`src/rtl/fifo_drain_if.sv`:
```
// Pop-side FIFO handshake plus registered valid/accept stream for fifo_drain.
// master drives the FIFO status and consumer accept; slave is the drain block.
interface fifo_drain_if #(
  parameter int W     = 32,
  parameter int CNT_W = 16
);
  logic             fifo_empty_r;
  logic [W-1:0]     fifo_pop_data;
  logic             fifo_pop;
  logic             flush;
  logic             out_vld_r;
  logic [W-1:0]     out_data_r;
  logic             out_accept;
  logic             idle_r;
  logic [CNT_W-1:0] out_cnt_r;

  modport master (
    output fifo_empty_r, fifo_pop_data, flush, out_accept,
    input  fifo_pop, out_vld_r, out_data_r, idle_r, out_cnt_r
  );

  modport slave (
    input  fifo_empty_r, fifo_pop_data, flush, out_accept,
    output fifo_pop, out_vld_r, out_data_r, idle_r, out_cnt_r
  );
endinterface

```
`src/rtl/fifo_drain.sv`:
```
// Drains a FIFO pop port into a registered valid/accept stream via a 2-entry
// skid buffer, so the pop strobe never depends on the downstream accept.
module fifo_drain #(
  parameter int W     = 32,
  parameter int CNT_W = 16
) (
  input  logic          clk,
  input  logic          rst,
  fifo_drain_if.slave   bus
);
  localparam logic [1:0] ST_EMPTY = 2'd0;
  localparam logic [1:0] ST_ONE   = 2'd1;
  localparam logic [1:0] ST_TWO   = 2'd2;

  logic [1:0]       state_q, state_d;
  logic [W-1:0]     e0_q, e0_d;
  logic [W-1:0]     e1_q, e1_d;
  logic             vld_q, idle_q;
  logic [CNT_W-1:0] cnt_q, cnt_d;
  logic             put, take;

  // rst gates the strobe so the FIFO is never popped while held in reset.
  assign put  = rst & ~bus.fifo_empty_r & ~bus.flush & (state_q != ST_TWO);
  assign take = vld_q & bus.out_accept;

  always_comb begin
    state_d = state_q;
    e0_d    = e0_q;
    e1_d    = e1_q;
    cnt_d   = cnt_q + (take ? CNT_W'(1) : CNT_W'(0));
    if (bus.flush) begin
      state_d = ST_EMPTY;
    end else begin
      case (state_q)
        ST_EMPTY: begin
          if (put) begin
            state_d = ST_ONE;
            e0_d    = bus.fifo_pop_data;
          end
        end
        ST_ONE: begin
          if (put && take) begin
            e0_d    = bus.fifo_pop_data;
          end else if (put) begin
            state_d = ST_TWO;
            e1_d    = bus.fifo_pop_data;
          end else if (take) begin
            state_d = ST_EMPTY;
          end
        end
        ST_TWO: begin
          if (take) begin
            state_d = ST_ONE;
            e0_d    = e1_q;
          end
        end
        default: state_d = ST_EMPTY;
      endcase
    end
  end

  always_ff @(posedge clk or negedge rst) begin
    if (!rst) begin
      state_q <= ST_EMPTY;
      e0_q    <= '0;
      e1_q    <= '0;
      vld_q   <= 1'b0;
      idle_q  <= 1'b1;
      cnt_q   <= '0;
    end else begin
      state_q <= state_d;
      e0_q    <= e0_d;
      e1_q    <= e1_d;
      vld_q   <= (state_d != ST_EMPTY);
      idle_q  <= (state_d == ST_EMPTY);
      cnt_q   <= cnt_d;
    end
  end

  assign bus.fifo_pop   = put;
  assign bus.out_vld_r  = vld_q;
  assign bus.out_data_r = e0_q;
  assign bus.idle_r     = idle_q;
  assign bus.out_cnt_r  = cnt_q;
endmodule

```
`src/flat_wrapper.sv`:
```
// flat-port wrapper written by rule: the top's interface ports become plain ports
module fifo_drain_flat 
#(
  parameter int W     = 32,
  parameter int CNT_W = 16
)
  (clk, rst, bus_fifo_empty_r, bus_fifo_pop_data, bus_flush, bus_out_accept, bus_fifo_pop, bus_out_vld_r, bus_out_data_r, bus_idle_r, bus_out_cnt_r);
  fifo_drain_if #(.W(W), .CNT_W(CNT_W)) bus_i ();
  input  logic clk;
  input  logic rst;
  input wire logic [$bits(bus_i.fifo_empty_r)-1:0] bus_fifo_empty_r;
  input wire logic [$bits(bus_i.fifo_pop_data)-1:0] bus_fifo_pop_data;
  input wire logic [$bits(bus_i.flush)-1:0] bus_flush;
  input wire logic [$bits(bus_i.out_accept)-1:0] bus_out_accept;
  output wire logic [$bits(bus_i.fifo_pop)-1:0] bus_fifo_pop;
  output wire logic [$bits(bus_i.out_vld_r)-1:0] bus_out_vld_r;
  output wire logic [$bits(bus_i.out_data_r)-1:0] bus_out_data_r;
  output wire logic [$bits(bus_i.idle_r)-1:0] bus_idle_r;
  output wire logic [$bits(bus_i.out_cnt_r)-1:0] bus_out_cnt_r;
  assign bus_i.fifo_empty_r = bus_fifo_empty_r;
  assign bus_i.fifo_pop_data = bus_fifo_pop_data;
  assign bus_i.flush = bus_flush;
  assign bus_i.out_accept = bus_out_accept;
  assign bus_fifo_pop = bus_i.fifo_pop;
  assign bus_out_vld_r = bus_i.out_vld_r;
  assign bus_out_data_r = bus_i.out_data_r;
  assign bus_idle_r = bus_i.idle_r;
  assign bus_out_cnt_r = bus_i.out_cnt_r;
  fifo_drain #(.W(W), .CNT_W(CNT_W)) u_core (.clk(clk), .rst(rst), .bus(bus_i));
endmodule
```
`config.mk`:
```
export PLATFORM = sky130hd
export DESIGN_NAME = fifo_drain_flat
export DESIGN_NICKNAME = d
export VERILOG_FILES = /design/src/rtl/fifo_drain_if.sv /design/src/rtl/fifo_drain.sv /design/src/flat_wrapper.sv
export SDC_FILE = /design/constraint.sdc
export NUM_CORES = 1
export LEC_CHECK = 0
export BUFFER_PORTS_ARGS = -buffer_cell sky130_fd_sc_hd__buf_2
export CORE_ASPECT_RATIO = 0.7
export CORE_MARGIN = 10
export CORE_UTILIZATION = 53
export CTS_CLUSTER_DIAMETER = 80
export DETAILED_ROUTE_END_ITERATION = 7
export PLACE_DENSITY = 0.79
export SYNTH_ARGS = -nofsm -noshare
export SYNTH_HDL_FRONTEND = slang
export SYNTH_SLANG_ARGS = --single-unit
```
`constraint.sdc`:
```
create_clock -name clk -period 2.04 [get_ports clk]
set_input_delay 0.408 -clock clk [delete_from_list [all_inputs] [get_ports clk]]
set_output_delay 0.408 -clock clk [all_outputs]
set_load 0.03 [all_outputs]
```
**Word level (Yosys, flattened, before mapping)**

Cells that the tools add are included.

- Register bits after elaboration: 84
- Bits of input ports: 37
- Output and inout port bits: 51
- Word-level logic and storage cells: 39

- $add $sub $neg: 1
- Equality and inequality tests: 6
- Muxes and demuxes: 12
- Bitwise gates (word level): 7
- Reduce and logical (&&, ||, !) cells: 7

Operators by type and width:

| kind | number |
|---|---|
| 32-bit two-way mux | 3 |
| 32-bit case mux with 3 select lines | 1 |
| 16-bit adder | 1 |
| 2-bit two-way mux | 6 |
| 2-bit by 1-bit inequality test with 1-bit output (second input constant) | 3 |
| 2-bit case mux with 3 select lines | 1 |
| 5-bit AND reduction | 1 |
| 1-bit bitwise AND | 4 |
| 2-bit logical NOT | 2 |
| 4-bit AND reduction | 1 |
| 1-bit NOT | 3 |
| 3-bit nonzero test | 1 |
| 2-bit by 1-bit equality test with 1-bit output (second input constant) | 1 |
| 2-bit equality test (second input constant) | 1 |
| 2-bit inequality test (second input constant) | 1 |
| 2-bit nonzero test | 1 |
| 1-bit logical AND | 1 |
| 1-bit two-way mux | 1 |

**Logic depth before layout (Yosys ltp)**

- Depth after elaboration: 9
- Gate-level depth with buffers: 7
- Depth with buffers taken out: 7

**Worst setup path after synthesis**

No wires, ideal clock.

- Path type: register to output
- Start point: register u_core.state_q[1]
- End point: output port bus_fifo_pop
- Arrival: 1.607 ns
- Required time: 1.632 ns
- Setup slack: 0.025 ns
- Cell stages (with the launch flop): 5
- Path buffers: 2
- Path through: dfrtp_1 > nor2b_2 > buf_6 > buf_2 > nor3_1

- Word-level cells in the longest chain between the ends: 2

Ends and longest elaborated chain:

| what | line | source |
|---|---|---|
| start: declaration | fifo_drain.sv:15 | `logic [1:0] state_q, state_d;` |
| start signal: assignment | fifo_drain.sv:71 | `state_q <= state_d;` |
| 2-bit inequality test | fifo_drain.sv:23 | `assign put = rst & ~bus.fifo_empty_r & ~bus.flush & (state_q != ST_TWO);` |
| 1-bit bitwise AND | fifo_drain.sv:23 |  |
| end: declaration | flat_wrapper.sv:15 | `output wire logic [$bits(bus_i.fifo_pop)-1:0] bus_fifo_pop;` |

No other way between the ends.

**Worst setup path in the final report**

- Start point: register u_core.state_q[0]
- End point: output port bus_fifo_pop

The elaborated chain is that of the path after synthesis.

==> impl_metrics.json <==
{
  "ys_seq_elements": 84,
  "initial_core_util": 0.5484,
  "grt_max_degree": 74,
  "combPwrFrac": 0.287,
  "cts_buffers": 9,
  "drv_slew": 0,
  "drt_first_pass_iters": 3,
  "drc": 0,
  "rsz0062_at_grt": "false",
  "grt_pass1_wl_um": 12810,
  "n_antenna_cell": 0,
  "avgSynthCellArea_um2": 14.95,
  "crit_path_top_delay_cell": "dfrtp_1",
  "antenna_found_initial": 0,
  "core-area_mm2": 0.006788,
  "nets": 387,
  "place_ws_ns": 0.08838,
  "drv_cap": 0,
  "postRouteAntennaNets": 0,
  "p_clk_frac": 0.214,
  "yosys.area.top_type_share": 0.5580,
  "drive_above_1_share": 0.6108,
  "syn_inst": 249,
  "area_growth_pct": 20.61,
  "placement.io_buffers": 87,
  "min_period_ns": 1.886,
  "yosysMostFrequentCell": "mux2_2",
  "fp-row-count": 25,
  "skew_ns": 0.009018,
  "cts_sinks": 84,
  "seq_power_share": 0.500,
  "clkSlewWorstSetupHoldPaths_ns": 0.08,
  "grt_pass1_vias": 2542,
  "yosysSeqAreaShare": 0.5650,
  "vias": 2324,
  "fin_ws_ns": 0.1544,
  "cts_tree": "built",
  "ys_types": 32,
  "post-dp-hpwl_um": 5558,
  "synth_mux_area_frac": 0.3005,
  "hp-class": "in2async",
  "endpoint_kind": "primary output",
  "finalSetupViolations": 0,
  "power_density_mw_per_mm2": 1036,
  "required_ns": 1.63,
  "crit_chain": "nor2b_4, buf_4, nor3_1, buf_4",
  "status": "finished clean",
  "fin_worst_hold_slack_ns": 0.02968,
  "grt_overflow": 0,
  "design_area_mm2": 0.004489,
  "wl_um": 7670,
  "yosys_warnings": 0,
  "cts_hold_buf": 0,
  "period_share": 0.9243,
  "clockBufferDepth": 2,
  "startpoint_type": "flop",
  "yosys.area_share.simple": 0.05613,
  "power_switching_mw": 1.575,
  "total_leakage_power_nw": 2.141,
  "post-route-util": 0.6614,
  "htreeDepth": 3,
  "yosysTopAreaCell": "dfrtp_1",
  "avgViaCountPerCell": 5.211,
  "tns_ns": 0,
  "p_total_mw": 4.649,
  "postPlaceCellArea_mm2": 0.004313,
  "p_int_mw": 3.075,
  "relSlewSlack": 0.4030,
  "synth_area_mm2": 0.003722,
  "peakVddDrop_uv": 585.2,
  "synth-xor-area-share": 0.03529,
  "async_flop_share": 1.000,
  "wl_per_cell_um": 17.20,
  "die_w_um": 120.2,
  "grt_use_total": 0.1462,
  "insertion_delay_ns": 0.35,
  "drt_iter0_drc": 103,
  "root_buffer": "clkbuf_8",
  "synthFlopType": "dfrtp_1",
  "stdcell_count": 446,
  "synth_edf_count": 0,
  "sw_frac_of_total": 0.3387,
  "io_pins": 88,
  "cp_common_cell": "buf_4",
  "gp_congestion": 0.7286,
  "synth_fp_nets": 288,
  "hold_viol": 0,
  "synth_compound_area_frac": 0.01412,
  "arrival_ns": 1.48,
  "dp.cells": 429,
  "synth_top_family_by_area": "multiplexers",
  "max_freq_mhz": 530.3,
  "fp.dieArea_mm2": 0.01083,
  "synth-adder-area-share": 0.006723,
  "tightest_slew_ns": 0.8955,
  "synth.area.top_cells": "dfrtp_1, mux2_2, mux2_4",
  "critPathMaxFanout": 8,
  "synthTopCellsByCount": "mux2_2, dfrtp_1, mux2_4",
  "die_h_um": 90.12,
  "cpPeakStageDelay_ns": 0.49,
  "crit_type": "reg2out"
}
==> area by class of cell <==
type / instances / area, um2
Fill cell: 537 / 2298
Sequential cell: 84 / 2105
Multi-Input combinational cell: 153 / 1541
Timing Repair Buffer: 98 / 560.5
Clock buffer: 10 / 127.6
Tap cell: 94 / 117.6
Clock inverter: 5 / 30.03
Inverter: 2 / 7.507
==> state kept, by name, summed over array words and instances (netlist names) <==
name and count:
u_core.bus.out_data_r 32, u_core.state_q 2, u_core.bus.idle_r 1, u_core.e1_q 32
u_core.bus.out_cnt_r 16, u_core.bus.out_vld_r 1
==> power groups by stage <==
stage	Combinational, mW	Clock, mW	Sequential, mW
2_1_floorplan	0.487	0	2.75
3_3_place_gp	1.32	0	2.33
3_5_place_dp	1.36	0	2.35
4_1_cts	1.36	1.03	2.33
5_1_grt	1.44	1.11	2.38
6_report	1.33	0.993	2.32
==> critical path: cells and delay by family, from the launching register on <==
kind                   cells  cell delay, ns
DFF                        1            0.49
buffers and inverters      2            0.37
and+or+nand+nor            2            0.27
==> cells by family after synthesis <==
kind of cell / after synthesis
AO/OA/AOI/OAI: 6
buffers and inverters: 12
AND/OR/NAND/NOR: 34
flip-flops: 84
XOR/XNOR: 15
adder cells (fa/ha/maj): 2
multiplexers: 96
==> cell usage in the layout (no fill, tap or decap), drive strengths merged <==
master	synthesis	layout
buf	10	98
mux2	96	96
dfrtp	83	83
clkbuf	0	10
xnor2	9	9
nand2	6	6
nand3	6	6
xor2	6	6
nand4	4	4
nor2	4	4
nor3	3	3
clkinv	0	3
inv	2	2
and4	2	2
ha	2	2
clkinvlp	0	2
a21oi	2	2
nor4	2	2
and2	1	1
nor2b	1	1
nand2b	1	1
nand3b	1	1
o31ai	1	1
a21o	1	1
and2b	1	1
a211oi	1	1
or2	1	1
o21ai	1	1
or3	1	1
dfstp	1	1
==> per-layer routing <==
layer  up-vias  GRT usage  routed length, um
li1       1089          -                  -
met1      1165     0.1822               3480
met2        59     0.2217               3473
met3        11    0.07433                637
met4         0    0.03307                 78
met5         -          0                  0
==> worst paths after layout <==
kind,end,slack (ns),start,cells past startpoint
setup / recovery,bus_fifo_pop,0.15,u_core.state_q[0],4
hold / removal,u_core.bus.out_vld_r,0.03,rst,2
setup reg to reg,u_core.bus.out_data_r[0],0.18,u_core.state_q[1],5
hold reg to reg,u_core.bus.out_cnt_r[15],0.48,u_core.bus.out_cnt_r[15],1
max in group asynchronous,u_core.state_q[1],1.08,rst,2
min in group clk,u_core.e1_q[5],0.29,bus_fifo_pop_data[5],2
==> repair_timing <==
| action | in CTS | in global routing |
|---|---|---|
| resized for setup | 0 | 3 |
| setup endpoints to repair | 0 | 1 |
| buffers inserted | 0 | 2 |
(Power assumes the default switching activity.)
